===== src/rtl/row_pkt_pkg.sv =====
// Shared packet constants, pattern masks, FSM state and pair payload for the row producer.
package row_pkt_pkg;

  localparam int unsigned DATA_W = 512;
  localparam int unsigned KEEP_W = DATA_W / 8;
  localparam int unsigned WORDS  = DATA_W / 32;
  localparam int unsigned REQ_W  = 72;

  localparam logic [7:0] PKT_REQ = 8'h01;
  localparam logic [7:0] PKT_HDR = 8'h02;
  localparam logic [7:0] PKT_TRL = 8'h03;

  // Word k of a data pair is seed ^ PAT_MASK[k mod 4]
  localparam logic [3:0][31:0] PAT_MASK = {32'h5555_5555, 32'hAAAA_AAAA, 32'hFFFF_FFFF, 32'h0000_0000};

  typedef enum logic [2:0] {
    ST_IDLE,
    ST_HDR,
    ST_DATA,
    ST_TRAIL,
    ST_REQ
  } state_t;

  typedef struct packed {
    logic [DATA_W-1:0] d0;
    logic [DATA_W-1:0] d1;
    logic              last;
  } pair_t;

  function automatic pair_t hdr_pair(input logic [63:0] n);
    pair_t p;
    p = '0;
    p.d1[DATA_W-1 -: 8] = PKT_HDR;
    p.d1[63:0]          = n;
    return p;
  endfunction

  function automatic pair_t trl_pair();
    pair_t p;
    p = '0;
    p.d1[DATA_W-1 -: 8] = PKT_TRL;
    p.last              = 1'b1;
    return p;
  endfunction

  function automatic pair_t req_pair(input logic [64:0] r);
    pair_t p;
    p = '0;
    p.d1[DATA_W-1 -: 8] = PKT_REQ;
    p.d1[64:0]          = r;
    p.last              = 1'b1;
    return p;
  endfunction

  function automatic pair_t data_pair(input logic [31:0] s, input logic err);
    pair_t             p;
    logic [DATA_W-1:0] w;
    w = '0;
    for (int k = 0; k < int'(WORDS); k++) begin
      w[32*k +: 32] = s ^ PAT_MASK[2'(k)];
    end
    p.d0   = w;
    p.d1   = w;
    p.last = 1'b0;
    if (err) p.d1[63:32] = w[63:32] ^ 32'h1;
    return p;
  endfunction

endpackage


===== src/rtl/axis_row_producer_if.sv =====
// One AXI-Stream output channel of the row producer.
interface axis_row_producer_if;
  logic [row_pkt_pkg::DATA_W-1:0] tdata;
  logic [row_pkt_pkg::KEEP_W-1:0] tkeep;
  logic                           tvalid;
  logic                           tlast;
  logic                           tready;

  modport master (output tdata, tkeep, tvalid, tlast, input tready);
  modport slave  (input tdata, tkeep, tvalid, tlast, output tready);
endinterface


===== src/rtl/axis_pair_tx.sv =====
// Presents one pair on two AXIS channels; each valid drops on its own handshake.
module axis_pair_tx
  import row_pkt_pkg::*;
(
  input  logic  clk,
  input  logic  resetn,
  input  logic  load,
  input  pair_t pay,
  output logic  free_c,
  output logic  pair_done_c,
  axis_row_producer_if.master ch0,
  axis_row_producer_if.master ch1
);

  logic              v0_q, v1_q, last_q;
  logic [DATA_W-1:0] d0_q, d1_q;

  // Pair completes on the cycle the last outstanding channel handshakes
  assign pair_done_c = (v0_q | v1_q) & (~v0_q | ch0.tready) & (~v1_q | ch1.tready);
  assign free_c      = ~(v0_q | v1_q) | pair_done_c;

  always_ff @(posedge clk or negedge resetn) begin
    if (!resetn) begin
      v0_q   <= 1'b0;
      v1_q   <= 1'b0;
      last_q <= 1'b0;
      d0_q   <= '0;
      d1_q   <= '0;
    end else if (load) begin
      v0_q   <= 1'b1;
      v1_q   <= 1'b1;
      last_q <= pay.last;
      d0_q   <= pay.d0;
      d1_q   <= pay.d1;
    end else begin
      if (ch0.tready) v0_q <= 1'b0;
      if (ch1.tready) v1_q <= 1'b0;
    end
  end

  assign ch0.tdata  = d0_q;
  assign ch0.tkeep  = '1;
  assign ch0.tvalid = v0_q;
  assign ch0.tlast  = last_q;
  assign ch1.tdata  = d1_q;
  assign ch1.tkeep  = '1;
  assign ch1.tvalid = v1_q;
  assign ch1.tlast  = last_q;

endmodule


===== src/rtl/axis_row_producer.sv =====
// Streams header/data/trailer rows on two paired AXIS channels, interleaving popped requests between rows.
// Optional ROW_PRODUCER_ERR_INJECT_EN: err_inject corrupts CH1 word 1 of the next data pair.
module axis_row_producer
  import row_pkt_pkg::*;
#(
  parameter int unsigned DATA_WIDTH     = 512,
  parameter int unsigned CYCLES_PER_ROW = 16
) (
  input  logic                    clk,
  input  logic                    resetn,
  input  logic                    start,
  input  logic [31:0]             row_count,
  input  logic                    err_inject,
  output logic                    busy,
  output logic                    done,
  output logic [63:0]             rows_sent,
  output logic [DATA_WIDTH-1:0]   AXIS_CH0_TDATA,
  output logic [DATA_WIDTH/8-1:0] AXIS_CH0_TKEEP,
  output logic                    AXIS_CH0_TVALID,
  output logic                    AXIS_CH0_TLAST,
  input  logic                    AXIS_CH0_TREADY,
  output logic [DATA_WIDTH-1:0]   AXIS_CH1_TDATA,
  output logic [DATA_WIDTH/8-1:0] AXIS_CH1_TKEEP,
  output logic                    AXIS_CH1_TVALID,
  output logic                    AXIS_CH1_TLAST,
  input  logic                    AXIS_CH1_TREADY,
  input  logic [REQ_W-1:0]        AXI_REQ_TDATA,
  input  logic                    AXI_REQ_TVALID,
  output logic                    AXI_REQ_TREADY
);

  localparam int unsigned CNT_W = $clog2(CYCLES_PER_ROW) + 1;

  state_t           state_q, pend_q;
  logic [CNT_W-1:0] cnt_q;
  logic [31:0]      seed_q, row_count_q;
  logic             trail_loaded_q;
  logic             free_c, pair_done_c, load_c, more_c, err_c;
  pair_t            pay_c;
  logic [6:0]       unused_req_hi;

  axis_row_producer_if ch0_if ();
  axis_row_producer_if ch1_if ();

  assign unused_req_hi   = AXI_REQ_TDATA[REQ_W-1:65];
  assign AXIS_CH0_TDATA  = ch0_if.tdata;
  assign AXIS_CH0_TKEEP  = ch0_if.tkeep;
  assign AXIS_CH0_TVALID = ch0_if.tvalid;
  assign AXIS_CH0_TLAST  = ch0_if.tlast;
  assign ch0_if.tready   = AXIS_CH0_TREADY;
  assign AXIS_CH1_TDATA  = ch1_if.tdata;
  assign AXIS_CH1_TKEEP  = ch1_if.tkeep;
  assign AXIS_CH1_TVALID = ch1_if.tvalid;
  assign AXIS_CH1_TLAST  = ch1_if.tlast;
  assign ch1_if.tready   = AXIS_CH1_TREADY;

  axis_pair_tx u_pair_tx (
    .clk         (clk),
    .resetn      (resetn),
    .load        (load_c),
    .pay         (pay_c),
    .free_c      (free_c),
    .pair_done_c (pair_done_c),
    .ch0         (ch0_if),
    .ch1         (ch1_if)
  );

`ifdef ROW_PRODUCER_ERR_INJECT_EN
  logic err_pend_q;

  assign err_c = err_pend_q | err_inject;

  // Armed by a pulse, consumed by the next data pair loaded
  always_ff @(posedge clk or negedge resetn) begin
    if (!resetn)                           err_pend_q <= 1'b0;
    else if (state_q == ST_DATA && free_c) err_pend_q <= 1'b0;
    else if (err_inject)                   err_pend_q <= 1'b1;
  end
`else
  logic unused_err;
  assign unused_err = err_inject;
  assign err_c      = 1'b0;
`endif

  assign more_c = (rows_sent + 64'd1) < {32'd0, row_count_q};

  // Pair selection; a header following a trailer loads on the trailer's completing cycle
  always_comb begin
    load_c = 1'b0;
    pay_c  = '0;
    case (state_q)
      ST_HDR: begin
        if (free_c) begin
          load_c = 1'b1;
          pay_c  = hdr_pair(rows_sent);
        end
      end
      ST_DATA: begin
        if (free_c) begin
          load_c = 1'b1;
          pay_c  = data_pair(seed_q, err_c);
        end
      end
      ST_TRAIL: begin
        if (!trail_loaded_q && free_c) begin
          load_c = 1'b1;
          pay_c  = trl_pair();
        end else if (trail_loaded_q && pair_done_c && !AXI_REQ_TVALID && more_c) begin
          load_c = 1'b1;
          pay_c  = hdr_pair(rows_sent + 64'd1);
        end
      end
      ST_REQ: begin
        load_c = 1'b1;
        pay_c  = req_pair(AXI_REQ_TDATA[64:0]);
      end
      default: ;
    endcase
  end

  always_ff @(posedge clk or negedge resetn) begin
    if (!resetn) begin
      state_q        <= ST_IDLE;
      pend_q         <= ST_IDLE;
      cnt_q          <= '0;
      seed_q         <= '0;
      row_count_q    <= '0;
      trail_loaded_q <= 1'b0;
      rows_sent      <= '0;
      busy           <= 1'b0;
      done           <= 1'b0;
      AXI_REQ_TREADY <= 1'b0;
    end else begin
      done <= 1'b0;
      case (state_q)
        ST_IDLE: begin
          if (start) begin
            rows_sent   <= '0;
            seed_q      <= '0;
            row_count_q <= row_count;
            if (row_count == 32'd0) begin
              done <= 1'b1;
            end else begin
              state_q <= ST_HDR;
              busy    <= 1'b1;
            end
          end else if (AXI_REQ_TVALID && free_c) begin
            state_q        <= ST_REQ;
            pend_q         <= ST_IDLE;
            AXI_REQ_TREADY <= 1'b1;
          end
        end
        ST_HDR: begin
          if (free_c) begin
            state_q <= ST_DATA;
            cnt_q   <= '0;
          end
        end
        ST_DATA: begin
          if (free_c) begin
            seed_q <= seed_q + 32'd1;
            if (cnt_q == CNT_W'(CYCLES_PER_ROW - 1)) begin
              state_q        <= ST_TRAIL;
              trail_loaded_q <= 1'b0;
            end else begin
              cnt_q <= cnt_q + CNT_W'(1);
            end
          end
        end
        ST_TRAIL: begin
          if (!trail_loaded_q && free_c) begin
            trail_loaded_q <= 1'b1;
          end else if (trail_loaded_q && pair_done_c) begin
            rows_sent      <= rows_sent + 64'd1;
            trail_loaded_q <= 1'b0;
            if (!more_c) done <= 1'b1;
            if (AXI_REQ_TVALID) begin
              state_q        <= ST_REQ;
              pend_q         <= more_c ? ST_HDR : ST_IDLE;
              AXI_REQ_TREADY <= 1'b1;
            end else if (more_c) begin
              state_q <= ST_DATA;
              cnt_q   <= '0;
            end else begin
              state_q <= ST_IDLE;
              busy    <= 1'b0;
            end
          end
        end
        ST_REQ: begin
          AXI_REQ_TREADY <= 1'b0;
          state_q        <= pend_q;
          if (pend_q == ST_IDLE) busy <= 1'b0;
        end
        default: state_q <= ST_IDLE;
      endcase
    end
  end

endmodule


===== config.mk =====
export PLATFORM = sky130hd
export DESIGN_NAME = axis_row_producer
export DESIGN_NICKNAME = d
export VERILOG_FILES = /design/src/rtl/row_pkt_pkg.sv /design/src/rtl/axis_row_producer_if.sv /design/src/rtl/axis_pair_tx.sv /design/src/rtl/axis_row_producer.sv
export SDC_FILE = /design/constraint.sdc
export NUM_CORES = 1
export LEC_CHECK = 0
export ABC_AREA = 1
export CORE_AREA = 2 2 523 525
export CTS_CLUSTER_SIZE = 24
export DETAILED_ROUTE_END_ITERATION = 7
export DIE_AREA = 0 0 525 527
export HOLD_SLACK_MARGIN = 0.08
export SLEW_MARGIN = 20
export SYNTH_ARGS = -nofsm -noshare
export SYNTH_HDL_FRONTEND = slang
export SYNTH_SLANG_ARGS = --single-unit

===== constraint.sdc =====
create_clock -name clk -period 3.2 [get_ports clk]
set_input_delay 0.64 -clock clk [delete_from_list [all_inputs] [get_ports clk]]
set_output_delay 0.64 -clock clk [all_outputs]
set_load 0.005 [all_outputs]

== After elaboration in Yosys (flattened, before gate mapping) ==
Cells that the tools add are included.

* Bits of input ports: 111
* Flip-flop bits (word level): 1170
* Output and inout port bits: 1223
* Logic and storage cells: 150

* Bitwise logic cells: 10
* Muxes and demuxes: 71
* Magnitude comparators: 1
* Add/sub/neg operators: 3
* Equality and inequality tests: 23
* Reductions and logical operators: 27

{| class="wikitable"
|+ Operators with widths
! kind !! number
|-
| case mux 1025 bit (4 select lines) || 1
|-
| 2-to-1 mux 507 bit || 3
|-
| 2-to-1 mux 1025 bit || 1
|-
| 2-to-1 mux 64 bit || 3
|-
| case mux 64 bit (2 select lines) || 1
|-
| adder 64 x 1 -> 64 bit (second input constant) || 1
|-
| less-than comparator 64 x 32 -> 1 bit || 1
|-
| 2-to-1 mux 32 bit || 2
|-
| case mux 32 bit (2 select lines) || 1
|-
| 2-to-1 mux 3 bit || 14
|-
| 2-to-1 mux 5 bit || 7
|-
| adder 32 x 1 -> 32 bit (second input constant) || 1
|-
| logical NOT 32 bit || 1
|-
| inverter 32 bit || 1
|-
| != test 2 bit (second input constant) || 15
|-
| 2-to-1 mux 1 bit || 29
|-
| AND reduction 8 bit || 2
|-
| case mux 3 bit (5 select lines) || 1
|-
| case mux 5 bit (3 select lines) || 1
|-
| AND reduction 6 bit || 2
|-
| nonzero test 2 bit || 5
|-
| != test 3 bit (second input constant) || 3
|-
| case mux 1 bit (3 select lines) || 3
|-
| AND reduction 4 bit || 2
|-
| 19 further kinds || 34
|}

== Logic depth before layout (Yosys ltp) ==
* Depth in word-level cells: 11
* Gate-level depth with buffers: 26
* Depth with buffers taken out: 24

== Hierarchy ==
From an unflattened synthesis, not the netlist that was laid out.

* Cell total of the unflattened synthesis: 6104
* Area total of the unflattened synthesis: 50257.0 um^2

{| class="wikitable"
|+ By module, submodules not included
! module !! sequential area each (um^2) !! cells an instance !! area each (um^2) !! instances
|-
| axis_pair_tx || 25699.6 || 4470 || 39505.4 || 1
|-
| axis_row_producer || 3528.4 || 1634 || 10751.6 || 1
|}

== Least setup slack after synthesis ==
Ideal clock, no wire load.

* Kind: reg2reg
* Start point: reg rows_sent[0]
* End point: reg u_pair_tx.d1_q[34] (netlist: u_pair_tx.ch1.tdata[34])
* Cell stages (with the launch flop): 27
* Required time: 3.074 ns
* Setup time: 0.126 ns
* Arrival time: 3.024 ns
* Slack: 0.050 ns
* Period minus slack after synthesis: 3.150 ns
* Path buffers: 2
* Cells stage by stage: dfrtp_1 ha_1 nand2_2 nor2_4 nand2_2 nor2_4 nand3_1 xor2_1 ha_1 nand2_1 inv_1 nand2_1 nand2_1 nand2_1 nand3_1 nand2_1 nand2_1 nor2_1 nand2_1 nor2_1 nand3_1 nor2_4 nand4_4 buf_6 buf_6 nand3_1 nand2_1

* Longest elaborated chain between the ends: 6
* Elaborated cells between the ends (all ways): 9
* Classes of those cells: add/sub (1); order compare (1); mux (6); reduce/logical (1)

{| class="wikitable"
|+ RTL lines
! element !! RTL line !! source
|-
| start, declared || axis_row_producer.sv:16 || <nowiki>output logic [63:0] rows_sent,</nowiki>
|-
| start signal, assigned || axis_row_producer.sv:174 || <nowiki>rows_sent <= rows_sent + 64'd1;</nowiki>
|-
| adder 64 x 1 -> 64 bit (*) || axis_row_producer.sv:85, axis_row_producer.sv:110 ||
|-
| less-than comparator 64 x 32 -> 1 bit || axis_row_producer.sv:85 || <nowiki>assign more_c = (rows_sent + 64'd1) < {32'd0, row_count_q};</nowiki>
|-
| logical AND 1 bit || axis_row_producer.sv:108 || <nowiki>end else if (trail_loaded_q && pair_done_c && !AXI_REQ_TVALID && more_c) begin</nowiki>
|-
| 2-to-1 mux 507 bit / 2-to-1 mux 1 bit (equally long branches) || axis_row_producer.sv:108 ||
|-
| 2-to-1 mux 507 bit / 2-to-1 mux 1 bit (equally long branches) || axis_row_producer.sv:105 || <nowiki>if (!trail_loaded_q && free_c) begin</nowiki>
|-
| case mux 1025 bit (4 select lines) / case mux 1 bit (3 select lines) (equally long branches) || axis_row_producer.sv:91 || <nowiki>case (state_q)</nowiki>
|-
| end signal, assigned || axis_pair_tx.sv:34 || <nowiki>d1_q <= pay.d1;</nowiki>
|-
| end, declared || axis_pair_tx.sv:16 || <nowiki>logic [DATA_W-1:0] d0_q, d1_q;</nowiki>
|}

Mark *: on every way between the ends. The rest lies on a longest branch, timed or not.
A chain may end at the register's enable or synchronous reset.

== Worst setup path after layout ==
* Start point: reg rows_sent[11]
* End point: reg u_pair_tx.d1_q[60] (netlist: u_pair_tx.ch1.tdata[60])

The elaborated chain is that of the path after synthesis.

==> insert_results.sql <==
INSERT INTO impl_metrics (metric_group, metric, value, unit) VALUES
('run_status', 'status', 'finished, violations left', ''),
('run_status', 'failing_checks', 'negative setup slack', ''),
('setup_path', 'worstPathMaxFanout', '7', ''),
('cells_and_area', 'layout_commonest_cell', 'clkdlybuf4s50_1', ''),
('routing', 'drt_first_pass_iters', '7', ''),
('timing', 'layout_min_cycle_time', '3.66', 'ns'),
('synthesis', 'postSynthAreaPerCell', '7.28', 'sq um'),
('cts', 'clk_latency', '0.66', 'ns'),
('cts', 'clkSlewWorstSetupHoldPaths', '0.07', 'ns'),
('floorplanning', 'die_w', '525', 'microns'),
('synthesis', 'synth-seq-cells', '274', ''),
('routing', 'route.detailed.vias_per_inst', '2.91', ''),
('routing', 'dr_total_vias', '21800', ''),
('floorplanning', 'floorplan.die.height', '527', 'microns'),
('timing', 'timing_worst_slew_pin_value', '0.902', 'ns'),
('setup_path', 'setup.worst_path.class', 'flip-flop to flip-flop', ''),
('synthesis', 'post_syn_instances', '3231', ''),
('floorplanning', 'top_level_ports', '1334', ''),
('power_and_ir_drop', 'worst_ir_drop_vdd', '0.547', 'mV'),
('synthesis', 'synth_edf_count', '0', ''),
('timing', 'maxSlewHeadroom', '0.398', ''),
('timing', 'clock.fmax', '273', 'MHz'),
('placed_design', 'place_ws', '-0.633', 'ns'),
('grt', 'grt_max_degree', '111', ''),
('setup_path', 'timing.critical_path.to_type', 'flip-flop', ''),
('power_and_ir_drop', 'power.static_leakage', '14.9', 'nW'),
('routing', 'post_drt_wl_per_cell', '19.7', 'microns'),
('setup_path', 'crit_required', '3.73', 'ns'),
('cts', 'cts_buffer_depth', '3', ''),
('routing', 'drt_iter0_drc', '1673', ''),
('worst_hold_path', 'hold_class', 'primary input to async pin', ''),
('synthesis', 'async_flop_share', '1.00', ''),
('placed_design', 'globalplace.congestion', '0.921', ''),
('cells_and_area', 'synthToLayoutAreaGrowth', '45.8', '%'),
('timing', 'holdWs', '0.365', 'ns'),
('synthesis', 'synth_warnings', '0', ''),
('grt', 'globalRouteTotalUtil', '0.100', ''),
('synthesis', 'synth.distinct_cells', '42', ''),
('placed_design', 'io_buffers', '688', ''),
('setup_path', 'cp.arrival', '4.19', 'ns'),
('cells_and_area', 'final_cell_mix', '683 x clkdlybuf4s50_1, 637 x conb_1, 619 x nand2_1', ''),
('setup_path', 'critical_path.startpoint_type', 'flip-flop', ''),
('timing', 'finalHoldViolCount', '0', ''),
('timing', 'clock-skew-final', '0.0188', 'ns'),
('floorplanning', 'initial_core_util', '0.0866', ''),
('placed_design', 'hpwl', '125', 'mm'),
('timing', 'rsz0062_at_grt', 'yes', ''),
('job', 'maxCapViolCount', '0', ''),
('synthesis', 'synthesis.area', '23500', 'sq um'),
('cts', 'tritoncts_clock_tree', 'built', ''),
('grt', 'grt_antenna_before_repair', '58', ''),
('floorplanning', 'rows', '192', ''),
('cells_and_area', 'final_net_count', '3996', ''),
('timing', 'timing.final.setup_violations', '139', ''),
('floorplanning', 'die-area', '277000', 'sq um'),
('grt', 'vias_in_the_first_global_route', '19000', ''),
('routing', 'route.antenna.remaining_nets', '0', ''),
('routing', 'wl', '147', 'mm'),
('grt', 'gr-total-overflow', '0', ''),
('synthesis', 'synth.yosys.seq_area_share', '0.292', ''),
('synthesis', 'ys_dominant_reg_cell', 'dfrtp_1', ''),
('timing', 'period_share', '1.14', ''),
('power_and_ir_drop', 'pwr_density_cell', '600', 'nW/um^2'),
('cts', 'clock-sinks', '274', ''),
('timing', 'slew_viol_final', '0', ''),
('synthesis', 'top_cells_by_area_in_the_synthesized_netlist', 'buf_4 33%, dfrtp_1 29%, nand2_1 10%', ''),
('cts', 'clock_tree.htree_level_count', '1', ''),
('routing', 'drc_errors', '0', ''),
('cts', 'clock-root-buffer', 'clkbuf_16', ''),
('timing', 'final_critical_path_setup_slack', '-0.459', 'ns'),
('floorplanning', 'core-area', '272000', 'sq um'),
('synthesis', 'synth_top_cell_area_share', '0.327', ''),
('cts', 'cts_made_buffers', '31', ''),
('grt', 'global_route_wire_length_before_repair', '185', 'mm'),
('synthesis', 'post-synth-top-area-cell', 'buf_4', ''),
('cells_and_area', 'drive_above_1_share', '0.158', ''),
('setup_path', 'reg2reg_setup_slack', '-0.46', 'ns');
==> metrics by stage <==
stage          total power [mW]   util  instances  TNS [ns]  instance area, sq um
3_3_place_gp               16.5  0.117       7351    -79.50                 31800
2_1_floorplan              10.8      -       3866         0                 25900
4_1_cts                    21.0  0.125       7447    -43.25                 33900
3_5_place_dp               16.5  0.117       7351    -77.56                 31800
6_report                   20.6  0.126       7475    -52.24                 34300
5_1_grt                    22.0  0.126       7462    -73.10                 34300
==> power breakdown <==
part / total (mW) / switching [mW] / internal [mW]
Combinational: 10.7 / 5.72 / 5.00
Clock: 3.99 / 1.81 / 2.18
Sequential: 5.88 / 1.49 / 4.39
==> synthesized netlist by cell type, types with 8 or more instances <==
master / number
buf_4: 1023
a221oi_1: 32
inv_2: 8
nor4_1: 9
buf_6: 8
nand2_2: 8
o31ai_1: 19
xnor2_1: 11
nand2_1: 642
nand3_1: 224
o21ai_0: 119
a21oi_1: 29
nor2_1: 325
nand4_1: 38
nor2_2: 10
dfrtp_1: 274
inv_1: 220
clkbuf_1: 72
ha_1: 35
nor3_1: 37
xor2_1: 34
==> sequential cells by signal (all words and copies together), names as in the netlist <==
| signal | count |
|---|---|
| u_pair_tx.ch0.tdata | 64 |
| cnt_q | 5 |
| seed_q | 32 |
| done | 1 |
| row_count_q | 32 |
| state_q | 3 |
| u_pair_tx.ch0.tvalid | 1 |
| pend_q | 1 |
| busy | 1 |
| u_pair_tx.ch1.tvalid | 1 |
| u_pair_tx.ch1.tdata | 67 |
| trail_loaded_q | 1 |
| AXI_REQ_TREADY | 1 |
| rows_sent | 64 |
==> worst paths after layout <==
path	to	from	cells after the start
max in group asynchronous	u_pair_tx.ch0.tdata[385]	resetn	3
min reg2reg	cnt_q[4]	cnt_q[4]	2
min	rows_sent[33]	resetn	2
min in group clk	cnt_q[4]	cnt_q[4]	2
max	u_pair_tx.ch1.tdata[60]	rows_sent[11]	22
max reg2reg	u_pair_tx.ch1.tdata[60]	rows_sent[11]	22
==> worst max-delay path: stages (launching register included) <==
cell     delay (ns)
dfrtp_1        0.36
nand2_1        0.19
nor2_1         0.19
nand2_1        0.12
nor2_2         0.16
nand2_2        0.10
xnor2_2        0.21
ha_1           0.29
a21oi_1        0.21
o21ai_0        0.13
a21oi_2        0.17
nand2_4        0.09
nor2_2         0.11
nand2_1        0.07
nor2_2         0.13
nand3_2        0.12
nor2_4         0.16
nand4_4        0.11
buf_12         0.18
buf_12         0.15
buf_16         0.14
nand3_2        0.06
nand2_1        0.06
==> repair_timing <==
action,in CTS,in global routing
pin swaps,45,55
endpoints found under the setup margin,142,142
hold buffers,1,0
endpoints found under the hold margin,67,0
buffers inserted,30,17
gates cloned,9,2
resized for setup,125,76
==> final cells by class <==
cell class | count | area (sq um)
Tap cell | 3589 | 4490
Sequential cell | 274 | 6860
Inverter | 231 | 867
Clock buffer | 40 | 870
Clock inverter | 16 | 205
Fill cell | 31500 | 237000
Antenna cell | 13 | 32.5
Multi-Input combinational cell | 2254 | 10900
Timing Repair Buffer | 1058 | 10100
==> per-layer routing <==
layer  up-vias  global-route usage  routed length [microns]
li1       9830                   -                        -
met1     10300               0.116                    55900
met2      1382               0.179                    72200
met3       180              0.0285                    13800
met4        40              0.0272                     4940
met5         -                   0                      241
==> logic make-up after synthesis <==
| group | after synthesis | synth area share |
|---|---|---|
| buffers and inverters | 1338 | 0.380 |
| AND/OR/NAND/NOR | 1312 | 0.235 |
| flip-flops | 274 | 0.292 |
| AO/OA/AOI/OAI | 225 | 0.0580 |
| XOR/XNOR | 45 | 0.0168 |
| adder cells (fa/ha/maj) | 35 | 0.0186 |
| other | 2 | 0.000319 |
(Power assumes the default switching activity.)
